<file path="src/rtl/lcd_pkg.sv">
// Shared types and constants for the HD44780-style LCD receiver.
// Used by lcd_rx and lcd_rx_ddram.
package lcd_pkg;

    typedef enum logic [1:0] {
        ST_IF8,
        ST_IF4_HI,
        ST_IF4_LO
    } rx_state_t;

    // Each opcode matches exactly the bytes whose highest set bit selects it.
    localparam logic [7:0] CMD_CLEAR   = 8'b0000_0001;
    localparam logic [7:0] CMD_HOME    = 8'b0000_001?;
    localparam logic [7:0] CMD_ENTRY   = 8'b0000_01??;
    localparam logic [7:0] CMD_DISPLAY = 8'b0000_1???;
    localparam logic [7:0] CMD_SHIFT   = 8'b0001_????;
    localparam logic [7:0] CMD_FUNC    = 8'b001?_????;
    localparam logic [7:0] CMD_CGRAM   = 8'b01??_????;
    localparam logic [7:0] CMD_DDRAM   = 8'b1???_????;

    localparam logic [3:0] NIB_8BIT = 4'h3;
    localparam logic [3:0] NIB_4BIT = 4'h2;

    localparam logic [6:0] ROW0_BASE = 7'h00;
    localparam logic [6:0] ROW1_BASE = 7'h40;
    localparam logic [6:0] ROW0_LAST = 7'h27;
    localparam logic [6:0] ROW1_LAST = 7'h67;
    localparam logic [7:0] SPACE     = 8'h20;

    // Address counter step with the two-row wrap of the controller's DDRAM map.
    function automatic logic [6:0] ac_step(input logic [6:0] a, input logic inc);
        if (inc) begin
            if (a == ROW0_LAST)      return ROW1_BASE;
            else if (a == ROW1_LAST) return ROW0_BASE;
            else                     return a + 7'd1;
        end else begin
            if (a == ROW1_BASE)      return ROW0_LAST;
            else if (a == ROW0_BASE) return ROW1_LAST;
            else                     return a - 7'd1;
        end
    endfunction

endpackage

</file>
<file path="src/rtl/lcd_rx_ddram.sv">
// Two-row display memory with per-cell valid bits for single-cycle clear.
// Cells never written since the last clear read back as a space.
module lcd_rx_ddram
    import lcd_pkg::*;
#(
    parameter int COLS = 16
) (
    input  logic       clk,
    input  logic       reset,
    input  logic       clr,
    input  logic       wr_en,
    input  logic       wr_row,
    input  logic [3:0] wr_col,
    input  logic [7:0] wr_data,
    input  logic       rd_row,
    input  logic [3:0] rd_col,
    output logic [7:0] rd_data
);

    localparam int DEPTH = 2 * COLS;
    localparam int AW    = $clog2(DEPTH);

    logic [7:0]       mem [DEPTH];
    logic [DEPTH-1:0] valid;
    logic [AW-1:0]    wr_idx, rd_idx;
    logic             wr_ok, rd_ok;

    function automatic logic [AW-1:0] cell_idx(input logic row, input logic [3:0] col);
        return row ? AW'(COLS) + AW'(col) : AW'(col);
    endfunction

    assign wr_ok  = wr_en && ({1'b0, wr_col} < 5'(COLS));
    assign rd_ok  = {1'b0, rd_col} < 5'(COLS);
    assign wr_idx = cell_idx(wr_row, wr_col);
    assign rd_idx = cell_idx(rd_row, rd_col);

    // NOTE: the cell array has no reset; the valid bits alone define cleared contents.
    always_ff @(posedge clk) begin
        if (wr_ok) mem[wr_idx] <= wr_data;
    end

    always_ff @(posedge clk) begin
        if (reset) begin
            valid   <= '0;
            rd_data <= SPACE;
        end else begin
            rd_data <= (rd_ok && valid[rd_idx]) ? mem[rd_idx] : SPACE;
            if (clr)        valid         <= '0;
            else if (wr_ok) valid[wr_idx] <= 1'b1;
        end
    end

endmodule

</file>
<file path="src/rtl/lcd_rx.sv">
// HD44780 bus receiver: decodes enable strobes into bytes and models DDRAM.
// Define LCD_RX_BUSY_EN to model the busy period after clear/home.
module lcd_rx
    import lcd_pkg::*;
#(
    parameter int COLS        = 16,
    parameter int BUSY_CYCLES = 2
) (
    input  logic       clk,
    input  logic       reset,
    input  logic       en,
    input  logic       rs,
    input  logic [3:0] data,
    input  logic [4:0] rd_addr,
    output logic [7:0] rd_data,
    output logic [6:0] ac,
    output logic       mode_4bit,
    output logic [2:0] disp_ctrl,
    output logic       entry_inc,
    output logic       byte_valid,
    output logic [7:0] byte_out,
    output logic       byte_rs,
    output logic       proto_err,
    output logic       busy
);

    logic       en_q, rs_q, xfer;
    logic [3:0] data_q;
    rx_state_t  state, state_d;
    logic [3:0] hi_nib, hi_nib_d;
    logic       hi_rs, hi_rs_d;
    logic [6:0] ac_d;
    logic [2:0] disp_d;
    logic       inc_d, bv_d, perr_d, brs_d;
    logic [7:0] bout_d, full_byte;
    logic       wr_en, clr, busy_load;

    assign xfer      = en_q & ~en;
    assign full_byte = {hi_nib, data_q};
    assign mode_4bit = (state != ST_IF8);

    // NOTE: every signal gets a default first, so no path leaves one unassigned (no latch).
    always_comb begin
        state_d   = state;
        hi_nib_d  = hi_nib;
        hi_rs_d   = hi_rs;
        ac_d      = ac;
        disp_d    = disp_ctrl;
        inc_d     = entry_inc;
        bv_d      = 1'b0;
        perr_d    = 1'b0;
        bout_d    = byte_out;
        brs_d     = byte_rs;
        wr_en     = 1'b0;
        clr       = 1'b0;
        busy_load = 1'b0;
        if (xfer) begin
            if (busy) begin
                perr_d = 1'b1;
            end else begin
                case (state)
                    ST_IF8: begin
                        if (!rs_q && (data_q == NIB_8BIT || data_q == NIB_4BIT)) begin
                            bv_d   = 1'b1;
                            bout_d = {data_q, 4'h0};
                            brs_d  = 1'b0;
                            if (data_q == NIB_4BIT) state_d = ST_IF4_HI;
                        end else begin
                            perr_d = 1'b1;
                        end
                    end
                    ST_IF4_HI: begin
                        hi_nib_d = data_q;
                        hi_rs_d  = rs_q;
                        state_d  = ST_IF4_LO;
                    end
                    ST_IF4_LO: begin
                        state_d = ST_IF4_HI;
                        if (rs_q != hi_rs) begin
                            perr_d = 1'b1;
                        end else begin
                            bv_d   = 1'b1;
                            bout_d = full_byte;
                            brs_d  = rs_q;
                            if (rs_q) begin
                                // Only the visible window of each row is backed by storage.
                                wr_en = (ac[5:4] == 2'b00);
                                ac_d  = ac_step(ac, entry_inc);
                            end else begin
                                casez (full_byte)
                                    CMD_DDRAM:   ac_d = full_byte[6:0];
                                    CMD_CGRAM:   ;
                                    CMD_FUNC:    if (full_byte[4]) state_d = ST_IF8;
                                    CMD_SHIFT:   if (!full_byte[3]) ac_d = ac_step(ac, full_byte[2]);
                                    CMD_DISPLAY: disp_d = full_byte[2:0];
                                    CMD_ENTRY:   inc_d = full_byte[1];
                                    CMD_HOME: begin
                                        ac_d      = ROW0_BASE;
                                        busy_load = 1'b1;
                                    end
                                    CMD_CLEAR: begin
                                        ac_d      = ROW0_BASE;
                                        inc_d     = 1'b1;
                                        clr       = 1'b1;
                                        busy_load = 1'b1;
                                    end
                                    default: ;
                                endcase
                            end
                        end
                    end
                    default: state_d = ST_IF8;
                endcase
            end
        end
    end

    // NOTE: sequential state uses non-blocking assignments so all registers update together.
    always_ff @(posedge clk) begin
        if (reset) begin
            en_q       <= 1'b0;
            rs_q       <= 1'b0;
            data_q     <= 4'h0;
            state      <= ST_IF8;
            hi_nib     <= 4'h0;
            hi_rs      <= 1'b0;
            ac         <= ROW0_BASE;
            disp_ctrl  <= 3'b000;
            entry_inc  <= 1'b1;
            byte_valid <= 1'b0;
            byte_out   <= 8'h00;
            byte_rs    <= 1'b0;
            proto_err  <= 1'b0;
        end else begin
            en_q       <= en;
            rs_q       <= rs;
            data_q     <= data;
            state      <= state_d;
            hi_nib     <= hi_nib_d;
            hi_rs      <= hi_rs_d;
            ac         <= ac_d;
            disp_ctrl  <= disp_d;
            entry_inc  <= inc_d;
            byte_valid <= bv_d;
            byte_out   <= bout_d;
            byte_rs    <= brs_d;
            proto_err  <= perr_d;
        end
    end

`ifdef LCD_RX_BUSY_EN
    localparam int BW = $clog2(BUSY_CYCLES + 1);
    logic [BW-1:0] busy_cnt;

    always_ff @(posedge clk) begin
        if (reset)                busy_cnt <= '0;
        else if (busy_load)       busy_cnt <= BW'(BUSY_CYCLES);
        else if (busy_cnt != '0)  busy_cnt <= busy_cnt - BW'(1);
    end

    assign busy = (busy_cnt != '0);
`else
    logic unused_busy;
    assign unused_busy = busy_load & (BUSY_CYCLES > 0);
    assign busy        = 1'b0;
`endif

    lcd_rx_ddram #(.COLS(COLS)) u_ddram (
        .clk     (clk),
        .reset   (reset),
        .clr     (clr),
        .wr_en   (wr_en),
        .wr_row  (ac[6]),
        .wr_col  (ac[3:0]),
        .wr_data (full_byte),
        .rd_row  (rd_addr[4]),
        .rd_col  (rd_addr[3:0]),
        .rd_data (rd_data)
    );

endmodule

</file>
<file path="config.mk">
export PLATFORM = sky130hd
export DESIGN_NAME = lcd_rx
export DESIGN_NICKNAME = d
export VERILOG_FILES = /design/src/rtl/lcd_pkg.sv /design/src/rtl/lcd_rx_ddram.sv /design/src/rtl/lcd_rx.sv
export SDC_FILE = /design/constraint.sdc
export NUM_CORES = 1
export LEC_CHECK = 0
export BUFFER_PORTS_ARGS = -buffer_cell sky130_fd_sc_hd__buf_2
export CORE_ASPECT_RATIO = 0.75
export CORE_MARGIN = 4
export CORE_UTILIZATION = 45
export DETAILED_ROUTE_END_ITERATION = 7
export HOLD_SLACK_MARGIN = 0.1
export SLEW_MARGIN = 20
export SYNTH_ARGS = -nofsm -noshare
export SYNTH_HDL_FRONTEND = slang
export SYNTH_SLANG_ARGS = --single-unit
export TNS_END_PERCENT = 20
</file>
<file path="constraint.sdc">
create_clock -name clk -period 3.6 [get_ports clk]
set_input_delay 0.54 -clock clk [delete_from_list [all_inputs] [get_ports clk]]
set_output_delay 0.54 -clock clk [all_outputs]
set_load 0.1 [all_outputs]
</file>
==> impl_metrics.env <==
export IMPL_grt_usage=0.191
export IMPL_core_um2=29500
export IMPL_crit_cells=8
export IMPL_n_antenna_cell=0
export IMPL_seq_power_share=0.504
export IMPL_die_height_um=159
export IMPL_vias=7784
export IMPL_report_power_total_uw=8130
export IMPL_clkTransAtPathRegs_ns=0.06
export IMPL_ir_drop_mv=0.373
export IMPL_synth_fp_nets=883
export IMPL_cts_root_buf="clkbuf_16"
export IMPL_grt_max_degree=41
export IMPL_drv_cap=0
export IMPL_synth_compound_area_share=0.0788
export IMPL_fmax_mhz=367
export IMPL_start_util=0.463
export IMPL_ys_ff_latch=331
export IMPL_drv_slew=0
export IMPL_synth_top_family_by_area="multiplexers"
export IMPL_grt_pass1_wl_mm=49.1
export IMPL_fin_area_um2=15600
export IMPL_synth_flop_cell="edfxtp_1"
export IMPL_reg2reg_depth=8
export IMPL_pwr_share_comb=0.040
export IMPL_drive_gt1_frac=0.239
export IMPL_drtIter0Drc=753
export IMPL_cts_hold_buf=0
export IMPL_crit_start="rs_q$_SDFF_PP0_"
export IMPL_cp_end_kind="register"
export IMPL_avgRoutedWirePerCell_um=23.4
export IMPL_worst_slack_ns=0.877
export IMPL_worst_pin_slew_ns=0.729
export IMPL_grt_pass1_vias=7807
export IMPL_reg2reg_from="rs_q$_SDFF_PP0_"
export IMPL_area_growth_pct=14.6
export IMPL_finalHoldViolCount=0
export IMPL_max_slew_margin=0.513
export IMPL_crit_path_end="u_ddram.mem[17][3]$_DFFE_PP_"
export IMPL_dp_slack_ns=0.770
export IMPL_drcViolationCount=0
export IMPL_cp_start_kind="register"
export IMPL_cts_buffers=31
export IMPL_worst_ep_required_time_ns=3.88
export IMPL_crit_chain="clkinv_1, buf_4, ha_1, or3_4, nor4_4, nand2_2, nor2_1, buf_4"
export IMPL_finalSetupTns_ns=0
export IMPL_path_max_fanout=10
export IMPL_outcome="complete, no violations"
export IMPL_r2r_slack_ns=0.88
export IMPL_synth_cell_type_count=70
export IMPL_dp_hpwl_mm=20.9
export IMPL_worst_r2r_endpoint="u_ddram.mem[17][3]$_DFFE_PP_"
export IMPL_cts_resized=0
export IMPL_dr_pass1_iters=5
export IMPL_clockPowerShare=0.456
export IMPL_critPathBufInv=3
export IMPL_ys_warn_count=0
export IMPL_synth_area_um2=13600
export IMPL_skew_ns=0.0231
export IMPL_synthAdderAreaFrac=0.00458
export IMPL_ioPinCount=45
export IMPL_cts_tree="done"
export IMPL_synth_area_mux_share=0.136
export IMPL_p_sw_frac=0.200
export IMPL_routed_wl_mm=31.7
export IMPL_yosys_area_share_xor_xnor=0.00321
export IMPL_drt_vias_per_instance=5.75
export IMPL_clockBufferDepth=3
export IMPL_syn_avg_cell_area_um2=15.8
export IMPL_place_area_um2=14500
export IMPL_synth_edff_count=256
export IMPL_antenna_found_initial=0
export IMPL_seq_area_frac_synth=0.673
export IMPL_synthArstFlopShare=0
export IMPL_clkSinkCount=331
export IMPL_min_from="data[1]"
export IMPL_arrival_ns=3.00
export IMPL_cts_setup_buffers=0
export IMPL_p_leak_uw=0.00570
export IMPL_h_tree_depth=1
export IMPL_critPathKind="register to register"
export IMPL_rows=54
export IMPL_dieArea_um2=33200
export IMPL_post_route_period_util=0.756
export IMPL_internal_power_uw=6500
export IMPL_power_switching_uw=1630
export IMPL_cpMaxStageDelayCell="or3_4"
export IMPL_gp_congestion=0.830
export IMPL_rsz0062_at_grt="false"
export IMPL_final_nets=957
export IMPL_power_density_nw_per_um2=520
export IMPL_post_route_util=0.531
export IMPL_finalSetupViolations=0
export IMPL_grt_ovfl_total=0
export IMPL_synthSimpleGateAreaFrac=0.0756
export IMPL_port_buffers=43
export IMPL_crit_top_cell="buf_4"
export IMPL_hold_class="input pin to register"
export IMPL_period_minus_slack_ns=2.72
export IMPL_die_w_um=209
export IMPL_critPathTopFamily="simple AND/OR/NAND/NOR gates"
export IMPL_critPathMaxStageDelay_ns=0.44
export IMPL_netlist_instances=865
export IMPL_clkLatencyLatePin_ns=0.58
export IMPL_ant_nets=0
-- worst min path at each step --
| stage | end | depth (start not counted) |
|---|---|---|
| 2_1_floorplan | u_ddram.valid[10]$_SDFFE_PP0P_ | 1 |
| 3_3_place_gp | byte_out[0]$_SDFFE_PP0P_ | 2 |
| 3_5_place_dp | byte_out[3]$_SDFFE_PP0P_ | 2 |
| 4_1_cts | data_q[1]$_SDFF_PP0_ | 2 |
| 5_1_grt | data_q[1]$_SDFF_PP0_ | 2 |
| 6_report | data_q[1]$_SDFF_PP0_ | 2 |
-- flip-flops by register name, summed over array words and instances, names as in the netlist --
signal           count
entry_inc            1
data_q               4
disp_ctrl            3
u_ddram.valid       32
u_ddram.rd_data      8
en_q                 1
proto_err            1
hi_nib               4
ac                   7
u_ddram.mem        256
state                2
byte_valid           1
rs_q                 1
byte_out             8
byte_rs              1
hi_rs                1
-- cell usage after synthesis, drive strengths merged (3+ instances only) --
cell     instances  area (um^2)
edfxtp         256         7690
dfxtp           75         1500
nor2            70          263
mux2i           56          561
mux4            56         1280
nand2           48          190
buf             40          275
o21a            32          240
a21oi           24          120
nor2b           22          138
clkbuf          18         67.6
nor3            16         96.4
nand3           12         60.1
a211oi          11         82.6
a311oi          11         96.3
inv             11         41.3
o21ai            9         45.0
a2111oi          7          105
a22oi            7         52.6
nand2b           7         43.8
a32o             5         50.1
ha               5         62.6
nand3b           5         37.5
a221oi           4         52.6
a31oi            4         25.0
or3              4         30.0
a221o            3         30.0
a22o             3         26.3
a41oi            3         45.1
and2             3         20.0
nor4b            3         32.5
o211ai           3         22.5
xnor2            3         26.3
-- cells by family after synthesis --
group,Yosys count
AO/OA/AOI/OAI,136
XOR/XNOR,5
adder cells (fa/ha/maj),5
buffers and inverters,70
flip-flops,331
multiplexers,113
other,1
AND/OR/NAND/NOR,204
-- cells in the final DEF, fill, tap and decap left out, types with 9 or more instances in the layout --
cell type | Yosys | layout
nor2b_1 | 22 | 22
nor2_1 | 70 | 70
clkbuf_16 | 0 | 31
mux2i_1 | 56 | 56
edfxtp_1 | 256 | 256
a311oi_1 | 11 | 11
bufinv_16 | 0 | 9
o21a_1 | 32 | 32
buf_2 | 18 | 42
mux4_2 | 52 | 52
buf_4 | 9 | 56
a21oi_1 | 24 | 24
inv_1 | 11 | 11
nand3_1 | 12 | 12
nand2_1 | 44 | 44
nor3_1 | 14 | 14
a211oi_1 | 11 | 11
dfxtp_1 | 75 | 74
-- power by group through the flow --
| stage | sequential [uW] | clock, uW | combinational [uW] |
|---|---|---|---|
| final | 4100 | 3710 | 326 |
| after global routing | 4100 | 3970 | 349 |
| after CTS | 4100 | 3790 | 328 |
| after detailed placement | 4180 | 0 | 327 |
| after global placement | 4180 | 0 | 325 |
| after floorplan | 4200 | 0 | 214 |
-- metal layers --
layer,global-route usage,wire (um),vias to the layer above
met4,0.0362,574,0
met3,0.0343,1790,44
met5,0,0,-
met1,0.307,15500,3999
met2,0.274,13800,217
li1,-,-,3524
-- through the flow --
step	hold slack, ns	instances
global placement	0.435	1298
CTS	0.155	1354
global route	0.191	1354
finish	0.179	1354
floorplan	0.432	865
detailed placement	0.442	1298
-- layout make-up --
cell class,count,area (um^2)
clock inverters,19,340
well taps,392,490
inverters,12,45.0
repair buffers,99,651
clock buffers,37,838
fillers,2480,13800
multi-input cells,464,4080
flip-flops and latches,331,9190
No activity file was read; power rests on OpenSTA's default activity.
